`src/rtl/cost_table_arbiter_pkg.sv`:
```
// Shared widths and lock-state encoding for the cost table arbiter family.
package cost_table_arbiter_pkg;

    localparam int ADDR_W  = 3;   // worker / job index width
    localparam int COST_W  = 7;   // cost word width
    localparam int MAX_REQ = 4;   // largest supported requester count

    // IDLE: arbitrate among all requesters; LOCKED: owner holds the port
    typedef enum logic {
        IDLE   = 1'b0,
        LOCKED = 1'b1
    } lock_state_t;

endpackage

```
`src/rtl/rr_pick.sv`:
```
// Combinational round-robin priority encoder: scans from ptr upward,
// wrapping to 0, and returns the first requester found as a one-hot vector.
module rr_pick #(
    parameter int N     = 2,
    parameter int PTR_W = 1
) (
    input  logic [N-1:0]     req,
    input  logic [PTR_W-1:0] ptr,
    output logic [N-1:0]     winner,
    output logic             valid
);

    // Two passes: first the indices at or above ptr, then the wrapped ones below it
    always_comb begin
        // NOTE: every output gets a default before any branch so no latch is inferred.
        winner = '0;
        valid  = 1'b0;
        for (int k = 0; k < N; k++) begin
            if (!valid && req[k] && (PTR_W'(k) >= ptr)) begin
                winner[k] = 1'b1;
                valid     = 1'b1;
            end
        end
        for (int k = 0; k < N; k++) begin
            if (!valid && req[k]) begin
                winner[k] = 1'b1;
                valid     = 1'b1;
            end
        end
    end

endmodule

```
`src/rtl/cost_table_arbiter.sv`:
```
// Shares one W/J -> Cost lookup port between NREQ evaluators. Whole bursts
// are granted atomically; bursts rotate round-robin between requesters.
module cost_table_arbiter
    import cost_table_arbiter_pkg::*;
#(
    parameter int NREQ = 2
) (
    input  logic                     CLK,
    input  logic                     RST,
    input  logic [NREQ-1:0]          req,
    input  logic [NREQ-1:0]          req_last,
    input  logic [ADDR_W*NREQ-1:0]   req_w,
    input  logic [ADDR_W*NREQ-1:0]   req_j,
    output logic [NREQ-1:0]          gnt,
    output logic [NREQ-1:0]          rvalid,
    output logic [COST_W-1:0]        rdata,
    output logic [ADDR_W-1:0]        W,
    output logic [ADDR_W-1:0]        J,
    input  logic [COST_W-1:0]        Cost,
    output logic                     busy
);

    localparam int PTR_W = (NREQ > 2) ? 2 : 1;

    lock_state_t        state, state_nxt;
    logic [NREQ-1:0]    owner, owner_nxt;
    logic [PTR_W-1:0]   ptr, ptr_nxt;
    logic [PTR_W-1:0]   gnt_ptr;
    logic [NREQ-1:0]    win;
    logic               win_valid;
    logic               gnt_last;
    logic [ADDR_W-1:0]  w_sel, j_sel;

    rr_pick #(
        .N     (NREQ),
        .PTR_W (PTR_W)
    ) u_rr_pick (
        .req    (req),
        .ptr    (ptr),
        .winner (win),
        .valid  (win_valid)
    );

    // Grant, address mux and lock FSM next-state
    always_comb begin
        gnt       = '0;
        state_nxt = state;
        owner_nxt = owner;
        ptr_nxt   = ptr;
        gnt_ptr   = ptr;
        w_sel     = W;
        j_sel     = J;

        // No grants while reset is held; a locked owner alone may be granted
        if (!RST) begin
            if (state == IDLE) begin
                if (win_valid) gnt = win;
            end else begin
                gnt = req & owner;
            end
        end

        gnt_last = |(gnt & req_last);

        // Address of the granted requester and the pointer just past it
        for (int k = 0; k < NREQ; k++) begin
            if (gnt[k]) begin
                w_sel   = req_w[ADDR_W*k +: ADDR_W];
                j_sel   = req_j[ADDR_W*k +: ADDR_W];
                gnt_ptr = (k == NREQ - 1) ? '0 : PTR_W'(k + 1);
            end
        end

        case (state)
            IDLE: begin
                if (|gnt) begin
                    if (gnt_last) begin
                        ptr_nxt = gnt_ptr;
                    end else begin
                        state_nxt = LOCKED;
                        owner_nxt = gnt;
                    end
                end
            end
            LOCKED: begin
                if ((|gnt) && gnt_last) begin
                    state_nxt = IDLE;
                    owner_nxt = '0;
                    ptr_nxt   = gnt_ptr;
                end
            end
            default: state_nxt = IDLE;
        endcase
    end

    // Lock state, pointer and lookup registers
    always_ff @(posedge CLK or posedge RST) begin
        if (RST) begin
            state  <= IDLE;
            owner  <= '0;
            ptr    <= '0;
            W      <= '0;
            J      <= '0;
            rvalid <= '0;
        end else begin
            // NOTE: non-blocking assignments so every register samples pre-edge values.
            state  <= state_nxt;
            owner  <= owner_nxt;
            ptr    <= ptr_nxt;
            W      <= w_sel;
            J      <= j_sel;
            rvalid <= gnt;
        end
    end

    assign busy  = (state == LOCKED);
    assign rdata = Cost;

endmodule

```
`config.mk`:
```
export PLATFORM = sky130hd
export DESIGN_NAME = cost_table_arbiter
export DESIGN_NICKNAME = d
export VERILOG_FILES = /design/src/rtl/cost_table_arbiter_pkg.sv /design/src/rtl/rr_pick.sv /design/src/rtl/cost_table_arbiter.sv
export SDC_FILE = /design/constraint.sdc
export NUM_CORES = 1
export LEC_CHECK = 0
export ABC_AREA = 1
export BUFFER_PORTS_ARGS = -buffer_cell sky130_fd_sc_hd__clkbuf_2
export CAP_MARGIN = 5
export CORE_MARGIN = 1.5
export CORE_UTILIZATION = 43
export CTS_CLUSTER_DIAMETER = 200
export DETAILED_ROUTE_END_ITERATION = 8
export PLACE_DENSITY = 0.87
export SLEW_MARGIN = 20
export SYNTH_ARGS = -nofsm -noshare
export SYNTH_HDL_FRONTEND = slang
export SYNTH_HIERARCHICAL = 1
export SYNTH_SLANG_ARGS = --single-unit
```
`constraint.sdc`:
```
create_clock -name CLK -period 3.3 [get_ports CLK]
set_input_delay 0.165 -clock CLK [delete_from_list [all_inputs] [get_ports CLK]]
set_output_delay 0.165 -clock CLK [all_outputs]
set_load 0.02 [all_outputs]
```
Word level (Yosys, flattened, before mapping)

Index checks and enable logic that the tools add are counted.

Bits in registers: 12
Input port bits: 25
Logic and storage cells: 57

Magnitude comparators: 2
Equal/unequal tests: 4
Multiplexer cells: 28
Bitwise gates (word level): 3
Reduce and logical (&&, ||, !) cells: 14

Operator list:

| cell                                                    | count |
|---|---|
| 2-to-1 mux 1 bit                                        | 15 |
| 2-to-1 mux 2 bit                                        | 6 |
| 2-to-1 mux 3 bit                                        | 4 |
| logical AND 1 bit                                       | 6 |
| AND reduction 3 bit                                     | 2 |
| bitwise AND 2 bit                                       | 2 |
| != test 2 x 1 -> 1 bit, second input constant           | 2 |
| != test 2 bit, second input constant                    | 2 |
| one-hot mux 1 bit (2 select lines)                      | 2 |
| one-hot mux 2 bit (2 select lines)                      | 1 |
| OR reduction 2 bit                                      | 2 |
| logical NOT 1 bit                                       | 3 |
| greater-or-equal comparator 1 bit, first input constant | 2 |
| nonzero test 2 bit                                      | 1 |
| NOT 1 bit                                               | 1 |

Depth between registers and ports, before layout

Word-level depth: 21
Mapped depth: 9

Modules after synthesis

The synthesis kept the hierarchy.

By module, submodules not included:

| module             | times used | cells an instance | area each (um^2) | sequential area each (um^2) |
|---|---|---|---|---|
| cost_table_arbiter | 1          | 73                | 615.6            | 300.3 |
| rr_pick            | 1          | 6                 | 25.0             | 0.0 |

Least setup slack after synthesis

Ideal clock, no wire load.

Path type: reg2reg
Start: reg (tool-made name)
End: reg J[0]
Arrival: 1208 ps
Path slack: 1971 ps
Stages on the path, launching flop included: 6
Path buffers: 0
Clock period less this slack: 1329 ps
Cells stage by stage: dfrtp_1 nand2_1 nand3_4 clkinv_2 o21ai_0 o21ai_1

RTL lines:

| what                   | line                      | text |
|---|---|---|
| end signal: assignment | cost_table_arbiter.sv:111 | `J <= j_sel;` |
| end: declaration       | cost_table_arbiter.sv:18  | `output logic [ADDR_W-1:0] J,` |

Final worst setup path

Start: in RST
End: out gnt[1]

Longest elaborated chain between the ends: 1

Ends and longest elaborated chain:

| what               | line                     | text |
|---|---|---|
| start: declaration | cost_table_arbiter.sv:9  | `input logic RST,` |
| 2-to-1 mux 2 bit   | cost_table_arbiter.sv:55 | `if (!RST) begin` |
| end: declaration   | cost_table_arbiter.sv:14 | `output logic [NREQ-1:0] gnt,` |

Every way passes these cells.

==> results.cfg <==
[detailed_routing]
vias = 604
drtIter0Drc = 7
via_per_inst = 5.076
antenna_left = 0
drt_wl_total_um = 1412
firstDrtPassIters = 3
drc = 0
avgRoutedWirePerCell_um = 11.87

[synthesis]
netlist.top_cell.by_area = dfrtp_1
postSynthAreaPerCell_sq_um = 8.109
yosysSeqAreaShare = 0.4688
async_flop_share = 1.000
synth.cell_area_sq_um = 640.6
synth-edff-count = 0
synth.yosys.warnings = 6
synth_seq_cells = 12
ys_top_cells_by_count = nand2_1 (18), dfrtp_1 (12), buf_4 (7), nor2_1 (7), o21ai_0 (7)
ys_types = 16
synth_top_area_share = 0.4688
syn_inst = 79
syn-num-nets = 104
synthTopCellsByArea = dfrtp_1 (47%), nand2_1 (11%), buf_4 (8.2%), o21ai_0 (5.5%), o21ai_1 (4.7%)
ys.flop_type = dfrtp_1
synth.most_common_cell = nand2_1

[clock_tree]
htreeDepth = 1
root_buffer = clkbuf_4
cts_buffer_depth = 2
cts_buffers = 3
post_cts_resize_count = 0
clock-sinks = 12
clkTransAtPathRegs_ns = 0.06
cts.repair_timing.setup_buffer_count = 0
clk_latency_ns = 0.26
tritoncts = yes

[timing]
rsz0062_at_grt = no
drv_slew = 0
skew_ns = 0.0006102
fin_ws_ns = 1.312
tns_ns = 0
fmax_mhz = 503.1
min_period_over_period = 0.6023
max-slew-margin-rel = 0.5932
setup_viol = 0
finalCriticalPeriod_ns = 1.988
hold_viol = 0
worst_pin_slew_ns = 0.6095
whs_ns = 0.1612

[final_layout]
syn2layout_area_growth_pct = 21.68
diodes = 0
drive_gt1_frac = 0.3654
nFillCells = 137
instances_no_fill = 119
final_nets = 131
fin_util = 0.5774
design_area_sq_um = 779.5

[global_route]
grt_first_pass_wirelength_um = 2394
grt_max_degree = 17
grt_pass1_vias = 588
antenna_found_initial = 0
gr-total-overflow = 0
grtUsageTotal = 0.1797

[floorplanning]
ios = 43
start_util = 0.4745
fp.dieW_um = 41.60
die-height_um = 41.60
dieArea_sq_mm = 0.001730
fp.coreArea_sq_mm = 0.001350
rows = 13

[setup_path]
cp.depth = 6
slowest_stage = dlygate4sd3_1
reg2reg_depth = 9
crit_arrival_ns = 1.82
cp_common_cell = clkbuf_2
path_cells = dlygate4sd3_1 > clkbuf_2 > inv_1 > nand3_4 > clkinv_2 > clkbuf_2
path_buf_inv = 5
r2r_setup_slack_ns = 1.91
cp_slowest_stage_delay_ns = 0.54
required_ns = 3.13
crit_fanout = 16
crit_path_end_kind = output port
crit_family = buffers and inverters
worstSetupStartpointType = primary input
r2r_start = ptr
path_class = primary input to output port
crit_path_start = RST

[run_status]
status = finished clean

[placement]
hpwl_um = 1101
gp_congestion = 0.7933
numPortBuffers = 28
dp_slack_ns = 1.783
place_area_sq_um = 747.0
dp.cells = 115

[worst_hold_path]
min_from = req_w[5]
min_path_cells = 3
hp-class = primary input to flip-flop

[power_and_ir_drop]
p_per_area_mw_per_mm2 = 846.6
p_leak_nw = 0.4385
finalPower_mw = 0.6599
ir_drop_v = 0.0004422

[job]
drv_cap = 0
[logic make-up after synthesis]
family / after synthesis / synth area share
simple gates: 36 / 0.2754
compound gates: 16 / 0.1250
buf+inv: 15 / 0.1309
flops: 12 / 0.4688
[cells in the final DEF (no fill, tap or decap), drive strengths merged]
cell | netlist | routed
clkinv | 1 | 1
a21oi | 3 | 3
nand3 | 7 | 7
clkbuf | 0 | 31
inv | 7 | 7
nand4 | 2 | 2
o21ai | 13 | 13
dfrtp | 12 | 12
nor2 | 7 | 7
nand2 | 20 | 20
dlygate4sd3 | 0 | 1
[area by class of cell]
class	count	area (sq um)	area share
timing repair buffer	29	150.1	0.1926
inverter	8	31.28	0.04013
multi-input combinational	52	256.5	0.3291
tap	15	18.77	0.02408
clock buffer	3	22.52	0.02889
sequential	12	300.3	0.3852
[metal layers]
metal,vias to the layer above,global-route usage,wire (um),share of wire
met5,-,0,0,0
met4,0,0.1290,24,0.017
met3,4,0.02609,67,0.047
met2,20,0.3031,705,0.50
met1,278,0.2050,614,0.43
li1,302,-,-,-
[where the power goes]
group          leakage (nW)  total, mW  internal, mW  switching, mW
clock network        0.0138     0.0835        0.0421         0.0414
logic                 0.274      0.325         0.106          0.219
registers             0.151      0.251         0.211         0.0403
[final timing paths]
kind | endpoint
setup / recovery | gnt[1]
max in group asynchronous | ptr
hold / removal | W[2]
hold reg to reg | J[0]
setup reg to reg | owner[0]
min in group asynchronous | rvalid[0]
[sequential cells by signal (all words and copies together) (netlist names), named ones only]
register,count
rvalid,2
ptr,1
W,3
owner,2
J,3
[worst register-to-register path: cells and delay by family, from the launching register on]
family,cells,cell delay (ns)
flops,1,0.38
simple gates,7,0.73
buf+inv,1,0.05
compound gates,1,0.12
[repair_timing]
action / CTS / global route
endpoints found under the setup margin: 0 / 0
hold buffers: 1 / 0
endpoints found under the hold margin: 12 / 0
(Power assumes the default switching activity.)
